### src/rtl/instr_dispatch_pkg.sv
// Shared definitions for the instruction dispatcher: default geometry,
// fault code encodings, dispatcher state encoding and a small helper.
package instr_dispatch_pkg;

  // Default geometry. The opcode is the top OP_W bits of the instruction word,
  // and the all-ones opcode is reserved for HALT.
  localparam int DEF_IR_W    = 16;
  localparam int DEF_OP_W    = 4;
  localparam int DEF_N_FSM   = 8;
  localparam int DEF_TIMEOUT = 15;
  localparam int DEF_RECOVER = 2;

  // Sticky fault cause reported on fault_code.
  typedef enum logic [1:0] {
    FC_NONE       = 2'b00,
    FC_ILLEGAL    = 2'b01,
    FC_TIMEOUT    = 2'b10,
    FC_WRONG_DONE = 2'b11
  } fault_code_e;

  // Dispatcher state, also exported on state_dbg.
  typedef enum logic [3:0] {
    S_IDLE   = 4'd0,
    S_FETCH  = 4'd1,
    S_LATCH  = 4'd2,
    S_DECODE = 4'd3,
    S_ISSUE  = 4'd4,
    S_WAIT   = 4'd5,
    S_RECOV  = 4'd6,
    S_FAULT  = 4'd7,
    S_HALT   = 4'd8
  } dispatch_state_e;

  // Larger of two integers; used to size the shared timer.
  function automatic int max_int(input int a, input int b);
    return (a > b) ? a : b;
  endfunction

endpackage

### src/rtl/instr_dispatch_timer.sv
// Saturating up-counter with synchronous clear and compare-to-limit.
// The dispatcher shares one instance between the Done timeout (WAIT) and
// the recovery gap (RECOV); the two uses never overlap in time.
module instr_dispatch_timer #(
  parameter int W = 4
) (
  input  logic         clk,
  input  logic         reset,
  input  logic         clr,
  input  logic         en,
  input  logic [W-1:0] limit,
  output logic         hit
);

  logic [W-1:0] cnt;

  // Count enabled cycles, stop at the limit, restart from zero on clear.
  always_ff @(posedge clk or negedge reset) begin
    if (!reset) begin
      cnt <= '0;
    end else if (clr) begin
      cnt <= '0;
    end else if (en && !hit) begin
      cnt <= cnt + 1'b1;
    end
  end

  assign hit = (cnt == limit);

endmodule

### src/rtl/instr_dispatch.sv
// Instruction dispatcher: fetches an instruction word, decodes the opcode and
// starts exactly one execution FSM, then waits for its Done, leaves a short
// recovery gap and fetches again. PC stepping belongs to the execution FSMs.
//
// start/done handshake: start[op] is a single-cycle pulse; the addressed FSM
// answers with a single-cycle done[op] pulse some cycles later. Exactly one
// Done, from the started FSM, is legal per start; any other Done bit, several
// bits at once, or a Done while nothing is outstanding is a protocol fault.
// A Done arriving in the very cycle the timeout limit is reached still counts.
module instr_dispatch
  import instr_dispatch_pkg::*;
#(
  parameter int IR_W    = DEF_IR_W,
  parameter int OP_W    = DEF_OP_W,
  parameter int N_FSM   = DEF_N_FSM,
  parameter int TIMEOUT = DEF_TIMEOUT,
  parameter int RECOVER = DEF_RECOVER
) (
  input  logic             clk,
  input  logic             reset,
  input  logic             run,
  input  logic             fault_clr,
  output logic             imem_rd,
  input  logic [IR_W-1:0]  imem_data,
  output logic [IR_W-1:0]  ir,
  output logic [N_FSM-1:0] start,
  input  logic [N_FSM-1:0] done,
  output logic             busy,
  output logic             fault,
  output logic [1:0]       fault_code,
  output logic             halted,
  output logic [3:0]       state_dbg
);

  // RECOV lasts RECOVER cycles, so the timer leaves it at count RECOVER-1.
  // A zero gap is not meaningful for the responders; treat it as one cycle.
  localparam int REC_LIM = (RECOVER < 1) ? 0 : RECOVER - 1;
  localparam int TW      = $clog2(max_int(TIMEOUT, REC_LIM) + 1);

  dispatch_state_e  state;
  fault_code_e      new_code;
  logic             enter_fault;
  logic [OP_W-1:0]  op_sel;
  logic             op_halt;
  logic             op_illegal;
  logic [N_FSM-1:0] exp_done;
  logic             done_any;
  logic             done_ok;
  logic             tmr_clr;
  logic             tmr_en;
  logic [TW-1:0]    tmr_limit;
  logic             tmr_hit;

  // Opcode decode from the latched instruction register.
  assign op_sel     = ir[IR_W-1 -: OP_W];
  assign op_halt    = &op_sel;
  assign op_illegal = !op_halt && (int'(op_sel) >= N_FSM);
  assign exp_done   = N_FSM'(1) << op_sel;
  assign done_any   = |done;
  assign done_ok    = done_any && (done == exp_done);

  // The timer runs only in WAIT and RECOV and is cleared whenever either is
  // about to be entered, so each use starts from zero.
  assign tmr_en    = (state == S_WAIT) || (state == S_RECOV);
  assign tmr_clr   = !tmr_en || ((state == S_WAIT) && done_any);
  assign tmr_limit = (state == S_RECOV) ? TW'(REC_LIM) : TW'(TIMEOUT);

  instr_dispatch_timer #(
    .W (TW)
  ) u_timer (
    .clk   (clk),
    .reset (reset),
    .clr   (tmr_clr),
    .en    (tmr_en),
    .limit (tmr_limit),
    .hit   (tmr_hit)
  );

  // Fault detection: decides whether this cycle moves the FSM into FAULT and
  // with which cause. FAULT and HALT ignore everything but fault_clr.
  always_comb begin
    enter_fault = 1'b0;
    new_code    = FC_NONE;
    case (state)
      S_IDLE, S_FETCH, S_LATCH, S_RECOV: begin
        if (done_any) begin
          enter_fault = 1'b1;
          new_code    = FC_WRONG_DONE;
        end
      end
      S_DECODE: begin
        if (done_any) begin
          enter_fault = 1'b1;
          new_code    = FC_WRONG_DONE;
        end else if (op_illegal) begin
          enter_fault = 1'b1;
          new_code    = FC_ILLEGAL;
        end
      end
      S_ISSUE: begin
        if (done_any && !done_ok) begin
          enter_fault = 1'b1;
          new_code    = FC_WRONG_DONE;
        end
      end
      S_WAIT: begin
        if (done_any && !done_ok) begin
          enter_fault = 1'b1;
          new_code    = FC_WRONG_DONE;
        end else if (!done_any && tmr_hit) begin
          enter_fault = 1'b1;
          new_code    = FC_TIMEOUT;
        end
      end
      default: begin
      end
    endcase
  end

  // Dispatcher FSM with registered Moore outputs; each output is set on the
  // transition into the state that owns it, so nothing from done reaches
  // start combinationally.
  always_ff @(posedge clk or negedge reset) begin
    if (!reset) begin
      state      <= S_IDLE;
      ir         <= '0;
      start      <= '0;
      imem_rd    <= 1'b0;
      busy       <= 1'b0;
      fault      <= 1'b0;
      fault_code <= FC_NONE;
      halted     <= 1'b0;
    end else begin
      start   <= '0;
      imem_rd <= 1'b0;
      if (enter_fault) begin
        state      <= S_FAULT;
        fault      <= 1'b1;
        fault_code <= new_code;
        busy       <= 1'b0;
      end else begin
        case (state)
          S_IDLE: begin
            if (run) begin
              state   <= S_FETCH;
              imem_rd <= 1'b1;
              busy    <= 1'b1;
            end
          end
          S_FETCH: begin
            state <= S_LATCH;
          end
          S_LATCH: begin
            ir    <= imem_data;
            state <= S_DECODE;
          end
          S_DECODE: begin
            if (op_halt) begin
              state  <= S_HALT;
              halted <= 1'b1;
              busy   <= 1'b0;
            end else begin
              state <= S_ISSUE;
              start <= exp_done;
            end
          end
          S_ISSUE: begin
            state <= done_ok ? S_RECOV : S_WAIT;
          end
          S_WAIT: begin
            if (done_ok) begin
              state <= S_RECOV;
            end
          end
          S_RECOV: begin
            if (tmr_hit) begin
              if (run) begin
                state   <= S_FETCH;
                imem_rd <= 1'b1;
              end else begin
                state <= S_IDLE;
                busy  <= 1'b0;
              end
            end
          end
          S_FAULT, S_HALT: begin
            if (fault_clr) begin
              state      <= S_IDLE;
              fault      <= 1'b0;
              fault_code <= FC_NONE;
              halted     <= 1'b0;
            end
          end
          default: begin
            state <= S_IDLE;
            busy  <= 1'b0;
          end
        endcase
      end
    end
  end

  assign state_dbg = state;

endmodule

### config.mk
export PLATFORM = sky130hd
export DESIGN_NAME = instr_dispatch
export DESIGN_NICKNAME = d
export VERILOG_FILES = /design/src/rtl/instr_dispatch_pkg.sv /design/src/rtl/instr_dispatch_timer.sv /design/src/rtl/instr_dispatch.sv
export SDC_FILE = /design/constraint.sdc
export NUM_CORES = 1
export LEC_CHECK = 0
export ABC_AREA = 1
export BUFFER_PORTS_ARGS = -buffer_cell sky130_fd_sc_hd__buf_4
export CAP_MARGIN = 20
export CORE_MARGIN = 8
export CORE_UTILIZATION = 52
export DETAILED_ROUTE_END_ITERATION = 10
export GPL_ROUTABILITY_DRIVEN = 0
export MAX_ROUTING_LAYER = met4
export PLACE_DENSITY = 0.88
export SLEW_MARGIN = 20
export SYNTH_ARGS = -nofsm -noshare
export SYNTH_HDL_FRONTEND = slang
export SYNTH_HIERARCHICAL = 1
export SYNTH_SLANG_ARGS = --single-unit
### constraint.sdc
create_clock -name clk -period 2.4 [get_ports clk]
set_clock_uncertainty 0.1 [all_clocks]
set_input_delay 0.36 -clock clk [delete_from_list [all_inputs] [get_ports clk]]
set_output_delay 0.36 -clock clk [all_outputs]
set_load 0.02 [all_outputs]
==> out/qor.yml, run 1 <==
cp_data_required_time_ns: 2.53
drive_above_1_share_pct: 30.6
die_w_um: 81.2
min_path_type: "input pin to flip-flop"
min_from: "run"
r2r-start: "ir[15]$_DFFE_PN0P_"
combPwrFrac_pct: 59.0
ff2ff_path_depth: 13
clk_pin_slew_worst_paths_ns: 0.09
io_buffers: 61
ios: 62
track_usage_pct: 18.7
grt_pass1_vias: 2283
clk_path_buf_depth: 2
min_path_cells: 3
rrSetupSlack_ns: 0.1
p_seq_share_pct: 24.3
synth_warnings: 6
hold_violations: 0
drcViolationCount: 0
r2r-end: "state_dbg[1]$_DFFE_PN0P_"
synth_top_area_share_pct: 43.1
routed_via_density: 5.42
cellLeakagePower_nw: 1.73
initial_utilization_pct: 54.4
drv_slew: 0
dp_hpwl_um: 4120
diodes: 0
synth_cells: 309
syn_avg_cell_area_sq_um: 7.15
worst-path-buf-inv: 0
cp_top_family: "simple AND/OR/NAND/NOR gates"
dp_cells: 425
grt_overflow_total: 0
power_frac_clock_pct: 16.8
wl_per_cell_um: 15.0
crit_path_end_kind: "flip-flop"
ys_seq_elements: 38
yosysSeqAreaShare_pct: 43.1
fp-row-count: 23
power_density_nw_per_um2: 1340
ant_nets: 0
cts.sinks: 38
maxCapViolations: 0
slowest_stage: "dfrtp_2"
top_usage_layer: "met2"
area.growth.synth_to_final_pct: 39.0
tns_ns: 0
mostFrequentLayoutCell: "nand2_1"
grt_use_met2_pct: 31.4
yosys-top-cells-area: "dfrtp_1, nand2_1, inv_1"
rsz0062_at_grt: "true"
cp-start-kind: "flip-flop"
setup_viol: 0
drtIter0Drc: 138
synth_cell_type_count: 27
max_freq_ghz: 0.434
clock-root-buffer: "clkbuf_8"
die-area_sq_um: 6590
critical_path.most_common_cell: "nand2_1"
syn-cell-area_sq_um: 2210
grtUsageMet3_pct: 6.29
layout_min_cycle_time_ns: 2.30
p_sw_mw: 1.97
multiInputGateArea_sq_um: 1130
swShare_pct: 48.0
num_vias: 2394
final_cell_mix: "nand2_1, buf_4, inv_1"
crit_type: "flip-flop to flip-flop"
wirelength_um: 6640
met1_usage_pct: 20.0
core_area_sq_um: 4060
cts_tree: "done"
grt_max_degree: 39
holdPathEnd: "imem_rd$_DFF_PN0_"
critical-path-max-stage-delay_ns: 0.47
final_nets: 420
ys.flop_type: "dfrtp_1"
internal-power_mw: 2.14
ys_async_sr_fraction_pct: 100
synth_area_leader_cell: "dfrtp_1"
first_pass_iters: 5
crit_chain: "nor2_4, nand2_1, nand2_1, nand3_1, nor2_2, nand2_1, nand3_4, nand3_4, nor2_8, nand3_2, nand3_2, nand2_1, nand2_1"
antenna_found_initial: 0
cp_max_fo: 8
seq_area_sq_um: 957
clk-insertion-delay-late_ns: 0.30
numCtsBuffers: 5
fp.dieH_um: 81.2
min_period_over_period_pct: 95.9
num-fill-cells: 248
grt_pass1_wl_um: 9600
cts-htree-levels: 2
worstPathArrival_ns: 2.43
synth_edf_count: 0
final_cells: 442
outcome: "finished clean"
vdd_drop_max_mv: 0.911
-- how the worst max path moves through the flow --
stage	startpoint	endpoint	slack, ns	cells after the start
after floorplan	state_dbg[2]$_DFFE_PN0P_	ir[14]$_DFFE_PN0P_	0.01	18
after detailed placement	state_dbg[2]$_DFFE_PN0P_	ir[14]$_DFFE_PN0P_	-0.05	17
after CTS	state_dbg[0]$_DFFE_PN0P_	ir[12]$_DFFE_PN0P_	0.0007	18
final	ir[15]$_DFFE_PN0P_	state_dbg[1]$_DFFE_PN0P_	0.1	13
after global placement	state_dbg[0]$_DFFE_PN0P_	ir[14]$_DFFE_PN0P_	0.03	18
after global routing	state_dbg[2]$_DFFE_PN0P_	state_dbg[1]$_DFFE_PN0P_	-0.09	17
-- tightest hold or removal path, delay by kind of cell --
family                 cells  cell delay, ns
buffers and inverters      1            0.09
AOI/OAI and AO/OA          1            0.07
and+or+nand+nor            1            0.05
-- power groups by stage --
stage                     clock network (mW)  registers (mW)  logic [mW]
after floorplan                            0            1.20        1.13
after global placement                     0           0.984        1.94
after detailed placement                   0           0.989        1.99
after CTS                              0.687           0.980        2.06
after global routing                   0.716            1.02        2.62
final                                  0.688           0.996        2.42
-- synth_stat cells (2+ instances only) --
master	n
nand2_1	97
inv_1	53
dfrtp_1	38
nor2_1	25
nand3_1	20
o21ai_1	12
nand4_1	11
a21oi_1	8
o21ai_0	7
inv_2	6
nand2_2	4
nand3_2	4
nor3_1	4
nor2_2	3
a31oi_1	2
buf_2	2
nand3_4	2
nor2_4	2
-- through the flow --
step	utilization [%]	power [mW]	setup slack, ns	cell area [sq um]	hold slack, ns
2_1_floorplan	-	2.33	0.0141	2210	-0.0356
4_1_cts	72.4	3.72	0.000693	2940	0.202
5_1_grt	75.7	4.36	-0.0908	3070	0.210
6_report	75.7	4.11	0.0982	3070	0.202
3_3_place_gp	68.1	2.93	0.0336	2760	0.253
3_5_place_dp	68.1	2.97	-0.0528	2760	0.257
-- metal layers --
metal  up-vias  share of wire (%)
met5         -                  0
met4         0                2.8
met3        31                9.6
met2       121                 48
met1      1107                 39
li1       1135                  -
-- flip-flops by register name, indices dropped and copies added (netlist names) --
signal / cells
busy: 1
fault_code: 2
u_timer/cnt: 4
halted: 1
start: 8
state_dbg: 4
imem_rd: 1
fault: 1
ir: 16
-- logic make-up after synthesis --
kind of cell	share of synthesized area, %
AOI/OAI and AO/OA	7.42
xor gates and xnor gates	0.397
adders and majority gates	0.566
buffers and inverters	11.0
DFF	43.1
other	0.170
and+or+nand+nor	37.4
-- repair_timing --
action / 4_1_cts / 5_1_grt
endpoints found under the setup margin: 17 / 31
buffers inserted: 0 / 4
gates resized for setup: 2 / 23
cloned: 1 / 3
hold buffers: 1 / 0
pin swaps: 0 / 4
hold endpoints to repair: 38 / 0
-- cell type report --
cell class	count	area share, %
multi-input cells	214	36.8
well taps	50	2.04
repair buffers	73	17.9
inverters	59	7.46
flip-flops and latches	38	31.2
clock buffers	6	2.69
clock inverters	2	1.96
Power figures use the tool's default switching activity.
==> run 2: changes to the inputs <==
--- a/config.mk
+++ b/config.mk
@@ -8,6 +8,7 @@
 export ABC_AREA = 1
 export BUFFER_PORTS_ARGS = -buffer_cell sky130_fd_sc_hd__buf_4
 export CAP_MARGIN = 20
+export CORE_ASPECT_RATIO = 0.8
 export CORE_MARGIN = 8
 export CORE_UTILIZATION = 52
 export DETAILED_ROUTE_END_ITERATION = 10
==> out/qor.yml, run 2 (synthesis results as in run 1) <==
drtIter0Drc: 196  # +42%
hold_slack_ns: 0.197  # -0.00591 ns
drv_slew: 0  # unchanged
power_mw: 3.83  # -6.7%
grt_max_degree: 39  # unchanged
io_buffers: 61  # unchanged
ff2ff_path_depth: 14  # +1
worst-path-buf-inv: 1  # +1
max_freq_ghz: 0.430  # -1.1%
min_period_over_period_pct: 97.0  # +1.1 points
clk_path_buf_depth: 2  # unchanged
swShare_pct: 50.0  # +2.1 points
wirelength_um: 6440  # -2.9%
cp_top_family: "simple AND/OR/NAND/NOR gates"
antenna_found_initial: 0  # unchanged
cp_max_fo: 8  # unchanged
area.growth.synth_to_final_pct: 37.5
rrSetupSlack_ns: 0.07  # -0.03 ns
crit_type: "flip-flop to flip-flop"
clk-insertion-delay-late_ns: 0.30  # about the same
internal-power_mw: 1.92  # -10%
wl_per_cell_um: 14.3  # -4.9%
p_seq_share_pct: 26.1  # +1.8 points
holdPathEnd: "ir[5]$_DFFE_PN0P_"
numCtsBuffers: 5  # unchanged
core_area_sq_um: 4130  # +1.7%
crit_path_end_kind: "flip-flop"
tns_ns: 0  # unchanged
worstPathArrival_ns: 2.41  # -0.02 ns
maxCapViolations: 0  # unchanged
setup_viol: 0  # unchanged
cts_tree: "done"
critical_path.most_common_cell: "nand2_1"
clock-root-buffer: "clkbuf_8"
crit_chain: "nor2_4, nand2_1, nand2_1, nand2_1, inv_1, nand2_1, nor2_2, nand2_1, nand3_2, nand3_4, nor2_4, nand3_4, nand2_1, o21ai_1"
die_w_um: 88.9  # +9.5%
ios: 62  # unchanged
fp-row-count: 21  # -8.7%
die-area_sq_um: 6600  # +0.20%
initial_utilization_pct: 53.5  # -0.89 points
layout_min_cycle_time_ns: 2.33  # +0.0252 ns
cp_data_required_time_ns: 2.49  # -0.04 ns
cp-start-kind: "flip-flop"
combPwrFrac_pct: 61.5  # +2.5 points
min_from: "imem_data[5]"
drcViolationCount: 0  # unchanged
min_path_cells: 3  # unchanged
r2r-end: "ir[9]$_DFFE_PN0P_"
hold_violations: 0  # unchanged
cts-htree-levels: 2  # unchanged
setup_ws_ns: 0.0730  # -0.0252 ns
dp_hpwl_um: 4290  # +4.1%
outcome: "finished clean"
diodes: 0  # unchanged
power_density_nw_per_um2: 1260  # -5.6%
routed_via_density: 5.17  # -4.5%
min_path_type: "input pin to flip-flop"
largest_reg_flops: 16  # unchanged
largest_registers: "ir x16, start x8"
grt_overflow_total: 0  # unchanged
clk_pin_slew_worst_paths_ns: 0.08  # about the same
power_frac_clock_pct: 12.4  # -4.4 points
drive_above_1_share_pct: 31.5  # +0.86 points
seq_area_sq_um: 955  # -0.26%
first_pass_iters: 4  # -1
vdd_drop_max_mv: 1.03  # +13%
largest-register: "ir"
p_sw_mw: 1.92  # -2.6%
ant_nets: 0  # unchanged
critical-path-max-stage-delay_ns: 0.47  # about the same
multiInputGateArea_sq_um: 1120  # -0.66%
track_usage_pct: 19.8  # +1.0 points
design_area_sq_um: 3040  # -1.1%
placed_cell_area_sq_um: 2750  # -0.50%
grt_pass1_vias: 2227  # -2.5%
final_nets: 422  # +0.48%
num_vias: 2333  # -2.5%
r2r-start: "ir[15]$_DFFE_PN0P_"
place_ws_ns: -0.0877  # -0.0350 ns
rsz0062_at_grt: "true"
mostFrequentLayoutCell: "nand2_1"
cellLeakagePower_nw: 1.72  # -0.68%
num-fill-cells: 303  # +22%
slowest_stage: "dfrtp_2"
cts.sinks: 38  # unchanged
fp.dieH_um: 74.3  # -8.5%
final_cell_mix: "nand2_1, buf_4, inv_1"
grt_pass1_wl_um: 9880  # +2.9%
run 2: cell types whose count changed in the layout (fill, tap and decap cells not counted), sizes merged:
cell / before / now
buf: 72 / 74
bufinv: 2 / 0
clkinvlp: 0 / 1
inv: 58 / 59
run 2: per-stage QoR:
step | std cells | utilization, %
final | 451 | 73.6
after global routing | 451 | 73.6
after CTS | 442 | 70.4
after detailed placement | 429 | 66.7
after global placement | 429 | 66.7
after floorplan | 310 | -
run 2: cell type report:
type                       instances  share of cell area, %
clock buffer                       6                   2.72
tap                               57                   2.35
sequential                        38                   31.4
clock inverter                     2                  0.412
inverter                          59                   7.54
multi-input combinational        214                   36.9
timing repair buffer              75                   18.6
run 2: worst max-delay path by stage:
stage / startpoint / to / slack (ns) / cells past startpoint
after floorplan: state_dbg[2]$_DFFE_PN0P_ / ir[14]$_DFFE_PN0P_ / 0.01 / 18
after global placement: state_dbg[2]$_DFFE_PN0P_ / ir[12]$_DFFE_PN0P_ / 0.04 / 17
after detailed placement: state_dbg[1]$_DFFE_PN0P_ / ir[1]$_DFFE_PN0P_ / -0.09 / 17
after CTS: state_dbg[0]$_DFFE_PN0P_ / state_dbg[2]$_DFFE_PN0P_ / 0.01 / 18
after global routing: state_dbg[2]$_DFFE_PN0P_ / state_dbg[2]$_DFFE_PN0P_ / -0.09 / 17
final: ir[15]$_DFFE_PN0P_ / ir[9]$_DFFE_PN0P_ / 0.07 / 14
run 2: worst reg2reg max path, cell delays in order (launching register included):
cell and delay (ns):
dfrtp_2 0.47, nor2_4 0.18, nand2_1 0.11, nand2_1 0.08, nand2_1 0.05, inv_1 0.06, nand2_1 0.08, nor2_2 0.13
nand2_1 0.10, nand3_2 0.11, nand3_4 0.12, nor2_4 0.28, nand3_4 0.17, nand2_1 0.12, o21ai_1 0.06
run 2: timing repair:
item,CTS,global route
setup buffers,2,7
resized for setup,3,19
cloned,2,2
pin swaps,2,5
endpoints found under the setup margin,16,36
endpoints found under the hold margin,38,0
hold buffers,1,0
run 2: power groups by stage:
stage / Sequential [mW] / Clock [mW] / Combinational [mW]
detailed placement: 0.999 / 0 / 1.96
global route: 1.02 / 0.501 / 2.57
floorplan: 1.20 / 0 / 1.13
finish: 1.00 / 0.475 / 2.36
global placement: 0.993 / 0 / 1.92
CTS: 0.984 / 0.476 / 2.11
run 2: per-layer routing:
layer | part of all wire [%] | GRT usage [%] | up-vias
met2 | 48 | 32.1 | 100
met4 | 2.3 | 7.85 | 0
met3 | 7.2 | 5.41 | 22
li1 | - | - | 1141
met5 | 0 | - | -
met1 | 42 | 22.7 | 1070
